<file path="config.mk">
export PLATFORM = sky130hd
export DESIGN_NAME = instr_fetch
export DESIGN_NICKNAME = d
export VERILOG_FILES = /design/src/rtl/cpu_pkg.sv /design/src/rtl/instr_fetch.sv
export SDC_FILE = /design/constraint.sdc
export NUM_CORES = 1
export LEC_CHECK = 0
export CORE_ASPECT_RATIO = 0.8
export CORE_MARGIN = 1.5
export CORE_UTILIZATION = 25
export CTS_CLUSTER_DIAMETER = 120
export CTS_CLUSTER_SIZE = 30
export DETAILED_ROUTE_END_ITERATION = 16
export GPL_TIMING_DRIVEN = 0
export MAX_ROUTING_LAYER = met4
export PLACE_DENSITY_LB_ADDON = 0.2
export SYNTH_ARGS = -nofsm -noshare
export SYNTH_HDL_FRONTEND = slang
export SYNTH_SLANG_ARGS = --single-unit
</file>
<file path="constraint.sdc">
create_clock -name clk -period 2.6 [get_ports clk]
set_clock_uncertainty 0.2 [all_clocks]
set_input_delay 0.78 -clock clk [delete_from_list [all_inputs] [get_ports clk]]
set_output_delay 0.78 -clock clk [all_outputs]
set_load 0.05 [all_outputs]
</file>
<file path="src/rtl/cpu_pkg.sv">
// Shared fetch definitions: state encoding, instruction length constants and decode.
// INSTR_FETCH_HALT_EN turns opcode 8'hFF into a 1-byte HALT.
package cpu_pkg;

    typedef enum logic [1:0] {
        ST_ISSUE  = 2'd0,
        ST_RECV   = 2'd1,
        ST_OUT    = 2'd2,
        ST_HALTED = 2'd3
    } fetch_state_e;

    localparam logic [1:0] LEN_1 = 2'd1;
    localparam logic [1:0] LEN_2 = 2'd2;
    localparam logic [1:0] LEN_3 = 2'd3;

    localparam logic [7:0] OP_HALT = 8'hFF;

    function automatic logic [1:0] decode_len(input logic [7:0] op);
        logic [1:0] len;
        case (op[7:6])
            2'b00:   len = LEN_1;
            2'b01:   len = LEN_2;
            default: len = LEN_3;
        endcase
`ifdef INSTR_FETCH_HALT_EN
        if (op == OP_HALT) len = LEN_1;
`endif
        return len;
    endfunction

endpackage

</file>
<file path="src/rtl/instr_fetch.sv">
// Byte-serial instruction fetch: reads 1..3 bytes per instruction from external memory
// and presents them to the decoder. INSTR_FETCH_HALT_EN adds the HALT opcode and halted port.
module instr_fetch
    import cpu_pkg::*;
(
    input  logic       clk,
    input  logic       rst,
    input  logic [7:0] ip,
    output logic       ip_enable,
    output logic       ip_opsel,
    output logic [7:0] ip_load,
    output logic [7:0] imem_addr,
    output logic       imem_rd,
    input  logic [7:0] imem_data,
    input  logic       redirect,
    input  logic [7:0] redirect_tgt,
    output logic       instr_valid,
    input  logic       instr_ready,
    output logic [7:0] instr_op,
    output logic [7:0] instr_b1,
    output logic [7:0] instr_b2,
    output logic [1:0] instr_len,
    output logic [7:0] instr_ip
`ifdef INSTR_FETCH_HALT_EN
    ,
    output logic       halted
`endif
);

    fetch_state_e state_q, state_d;
    logic [1:0]   cnt_q, cnt_d;
    logic [7:0]   op_q, op_d;
    logic [7:0]   b1_q, b1_d;
    logic [7:0]   b2_q, b2_d;
    logic [7:0]   iip_q, iip_d;
    logic [1:0]   len_q, len_d;
    logic [1:0]   rcv_len;
    logic         rd_c, en_c, opsel_c, valid_c;

    // The opcode is still on imem_data while its own byte is received.
    assign rcv_len = (cnt_q == 2'd0) ? decode_len(imem_data) : len_q;

    always_comb begin
        state_d = state_q;
        cnt_d   = cnt_q;
        op_d    = op_q;
        b1_d    = b1_q;
        b2_d    = b2_q;
        iip_d   = iip_q;
        len_d   = len_q;
        rd_c    = 1'b0;
        en_c    = 1'b0;
        opsel_c = 1'b0;
        valid_c = 1'b0;

        if (redirect) begin
            en_c    = 1'b1;
            opsel_c = 1'b1;
            state_d = ST_ISSUE;
            cnt_d   = 2'd0;
            op_d    = 8'h00;
            b1_d    = 8'h00;
            b2_d    = 8'h00;
        end else begin
            case (state_q)
                ST_ISSUE: begin
                    rd_c    = 1'b1;
                    en_c    = 1'b1;
                    if (cnt_q == 2'd0) iip_d = ip;
                    state_d = ST_RECV;
                end
                ST_RECV: begin
                    case (cnt_q)
                        2'd0: begin
                            op_d  = imem_data;
                            b1_d  = 8'h00;
                            b2_d  = 8'h00;
                            len_d = rcv_len;
                        end
                        2'd1:    b1_d = imem_data;
                        default: b2_d = imem_data;
                    endcase
                    if (2'(cnt_q + 2'd1) == rcv_len) begin
                        state_d = ST_OUT;
                    end else begin
                        cnt_d   = 2'(cnt_q + 2'd1);
                        state_d = ST_ISSUE;
                    end
                end
                ST_OUT: begin
                    valid_c = 1'b1;
                    if (instr_ready) begin
                        cnt_d   = 2'd0;
                        state_d = ST_ISSUE;
`ifdef INSTR_FETCH_HALT_EN
                        if (op_q == OP_HALT) state_d = ST_HALTED;
`endif
                    end
                end
`ifdef INSTR_FETCH_HALT_EN
                ST_HALTED: state_d = ST_HALTED;
`endif
                default: state_d = ST_ISSUE;
            endcase
        end
    end

    always_ff @(posedge clk) begin
        if (rst) begin
            state_q <= ST_ISSUE;
            cnt_q   <= 2'd0;
            op_q    <= 8'h00;
            b1_q    <= 8'h00;
            b2_q    <= 8'h00;
            iip_q   <= 8'h00;
            len_q   <= 2'd0;
        end else begin
            state_q <= state_d;
            cnt_q   <= cnt_d;
            op_q    <= op_d;
            b1_q    <= b1_d;
            b2_q    <= b2_d;
            iip_q   <= iip_d;
            len_q   <= len_d;
        end
    end

    // Control outputs are forced low for the whole reset window, not just after the first edge.
    assign imem_rd     = rd_c & ~rst;
    assign ip_enable   = en_c & ~rst;
    assign ip_opsel    = opsel_c & ~rst;
    assign instr_valid = valid_c & ~rst;
    assign imem_addr   = ip;
    assign ip_load     = redirect_tgt;
    assign instr_op    = op_q;
    assign instr_b1    = b1_q;
    assign instr_b2    = b2_q;
    assign instr_len   = len_q;
    assign instr_ip    = iip_q;
`ifdef INSTR_FETCH_HALT_EN
    assign halted      = (state_q == ST_HALTED) & ~rst;
`endif

endmodule

</file>
==> results.yml, run 1 <==
power_and_ir_drop:
  vdd_ir_drop_max_mv: 0.249
  p_sw_uw: 392
  cellPowerDensity_nw_per_um2: 496
  p_int_uw: 912
  combinationalPowerShare: 0.231
  p_seq_frac: 0.463
  netSwitchingFraction: 0.300
  clockPowerShare: 0.305
  p_leak_nw: 0.965
worst_setup_path:
  cpPeakStageDelay_ps: 480
  timing_worst_setup_path_type: "primary input to output pin"
  r2r-start: "cnt_q[0]"
  cpMaxStageDelayCell: "clkdlybuf4s50_1"
  worstPathCellList: "clkdlybuf4s50_1 > buf_4 > clkbuf_4"
  path_buf_inv: 3
  cp_max_fo: 2
  worst_ep_arrival_time_ps: 1580
  path_delay_family: "buffers and inverters"
  startpoint: "ip[6]"
  startpoint_type: "primary input"
  cp.required_ps: 1620
  crit_path_end_kind: "output pin"
clock_network:
  cts-root-buf: "clkbuf_8"
  cts-htree-levels: 2
  path_clk_slew_ps: 70
  clk_latency_ps: 280
  cts_buffers: 5
  cts_tree: "yes"
  cts_num_sinks: 38
  postCtsHoldBufs: 0
  clock_path_buffers: 2
route:
  num_vias: 1637
  ant_nets: 0
  drc: 0
  via_per_inst: 4.41
  drt_wl_total_mm: 4.67
  wire_per_inst_um: 12.6
  drtIter0Drc: 67
  firstDrtPassIters: 4
die:
  die_area_um2: 7370
  die_y_um: 77.1
  rows: 26
  core_um2: 6510
  initial_core_util: 0.264
  die_x_um: 95.6
  io_pins: 82
synth:
  synthTopCellsByCount: "nand2_1 (44), dfxtp_1 (38), a21oi_1 (25), nor2_1 (19), buf_4 (16)"
  yosys_most_used_dff: "dfxtp_1"
  yosysWarnings: 0
  ys_top_cells_by_area: "dfxtp_1 (44%), nand2_1 (9.6%), a21oi_1 (7.3%)"
  async_reset_ff_frac: 0
  yosys.area.top_type_share: 0.443
  yosysMostFrequentCell: "nand2_1"
  ys_types: 31
  syn_inst: 208
  syn_avg_cell_area_um2: 8.25
  ys_seq_area_frac: 0.443
  syn_area_um2: 1720
  synth_top_cell_by_area: "dfxtp_1"
  synth_edf_count: 0
  ys_seq_elements: 38
  synthesis.nets: 238
sta:
  finalSetupViolations: 0
  slew_headroom: 0.397
  fin_ws_ps: 38.5
  max_freq_mhz: 390
  rsz0062_at_grt: "false"
  worstMarginPinSlew_ps: 898
  period_needed_ps: 2560
  timing.final.crit_share: 0.985
  whs_ps: 254
  finalMaxSlewViolations: 0
  hold_viol: 0
  fin_tns_setup_ps: 0
global_routing:
  grt_start_max_net_pins: 11
  antenna_found_initial: 0
  grt_pass1_vias: 1606
  globalRouteOverflowTotal: 0
  grt_usage: 0.138
  grt_pass1_wl_mm: 7.71
finish:
  antenna_cells: 0
  nNetsFinal: 318
  drive_above_1_share: 0.174
  area_growth_pct: 53.1
  stdcell_area_um2: 2630
  fin_util: 0.404
placement:
  placed_area_um2: 2590
  place.gp.congestion: 0.763
  place_ws_ps: -1140
  place_hpwl_mm: 3.56
  io_buffers: 73
run:
  drv_cap: 0
min_path:
  worstHoldStart: "instr_b2[2]"
  hold_class: "flip-flop to flip-flop"
outcome:
  status: "complete, no violations"
sequential cells by signal, indices dropped and copies added (netlist names):
signal     count
instr_len      2
cnt_q          2
instr_b1       8
instr_op       8
instr_ip       8
instr_b2       8
state_q        2
power by group through the flow:
stage | Sequential (mW) | Combinational, mW | Clock (mW)
finish | 0.604 | 0.302 | 0.398
global route | 0.606 | 0.323 | 0.435
CTS | 0.604 | 0.301 | 0.414
detailed placement | 0.618 | 0.315 | 0
global placement | 0.617 | 0.314 | 0
floorplan | 0.660 | 0.157 | 0
worst register-to-register path: stages (launching register included):
cell,delay (ps)
dfxtp_1,410
inv_1,90
ha_1,230
buf_2,180
and2_1,180
a221oi_4,340
mux2_1,360
o2111a_1,110
layout make-up:
type                       instances  area [um2]
inverter                           2        7.51
sequential                        38         761
multi-input combinational        140         805
buffer                            27         168
tap                               84         105
fill                             708        3880
timing repair buffer              74         698
clock buffer                       6        82.6
per-layer routing:
| metal | GRT usage | up-vias | share of wire |
|---|---|---|---|
| li1 | - | 839 | - |
| met1 | 0.181 | 755 | 0.50 |
| met2 | 0.211 | 39 | 0.44 |
| met3 | 0.0308 | 4 | 0.054 |
| met4 | 0.0397 | 0 | 0.0079 |
| met5 | - | - | 0 |
cell usage in the layout, fill, tap and decap left out, types with 7 or more instances in the layout:
cell              n
a21oi_1          25
a22oi_1           8
buf_2             7
buf_4            17
clkbuf_4          8
clkdlybuf4s50_1  49
dfxtp_1          38
dlygate4sd2_1     9
nand2_1          44
nand3b_1         10
nor2_1           18
repair_timing:
action,CTS,global route
buffers inserted,1,0
resized for setup,80,9
setup endpoints to repair,21,9
pin swaps,2,0
path summary, 6_finish.rpt:
kind                                     end  slack, ps  cells after the start
worst max register to register      cnt_q[0]        390                      7
worst min-delay path             instr_b2[2]        250                      2
worst max-delay path            imem_addr[6]         40                      3
worst min register to register   instr_b2[2]        250                      2
metrics by stage:
step / cells / power (mW)
floorplan: 208 / 0.818
global placement: 365 / 0.931
detailed placement: 365 / 0.933
CTS: 371 / 1.32
global route: 371 / 1.36
finish: 371 / 1.30
cells by family after synthesis:
family          after synthesis  synth area share
buf+inv                      30             0.104
compound gates               43             0.168
fa+ha+maj                     2            0.0146
mux                           2            0.0124
flops                        38             0.443
simple gates                 93             0.257
Note: power is estimated with default switching activity, not from simulation.
==> run 2, diff against run 1 <==
- CAP_MARGIN: default -> 15
==> results of run 2 <==
No change in the layout: final DEF, timing and power equal those of run 1.
==> run 3, diff against run 2 <==
- SLEW_MARGIN: default -> 20
==> results of run 3 <==
No change in the layout: final DEF, timing and power equal those of run 1.
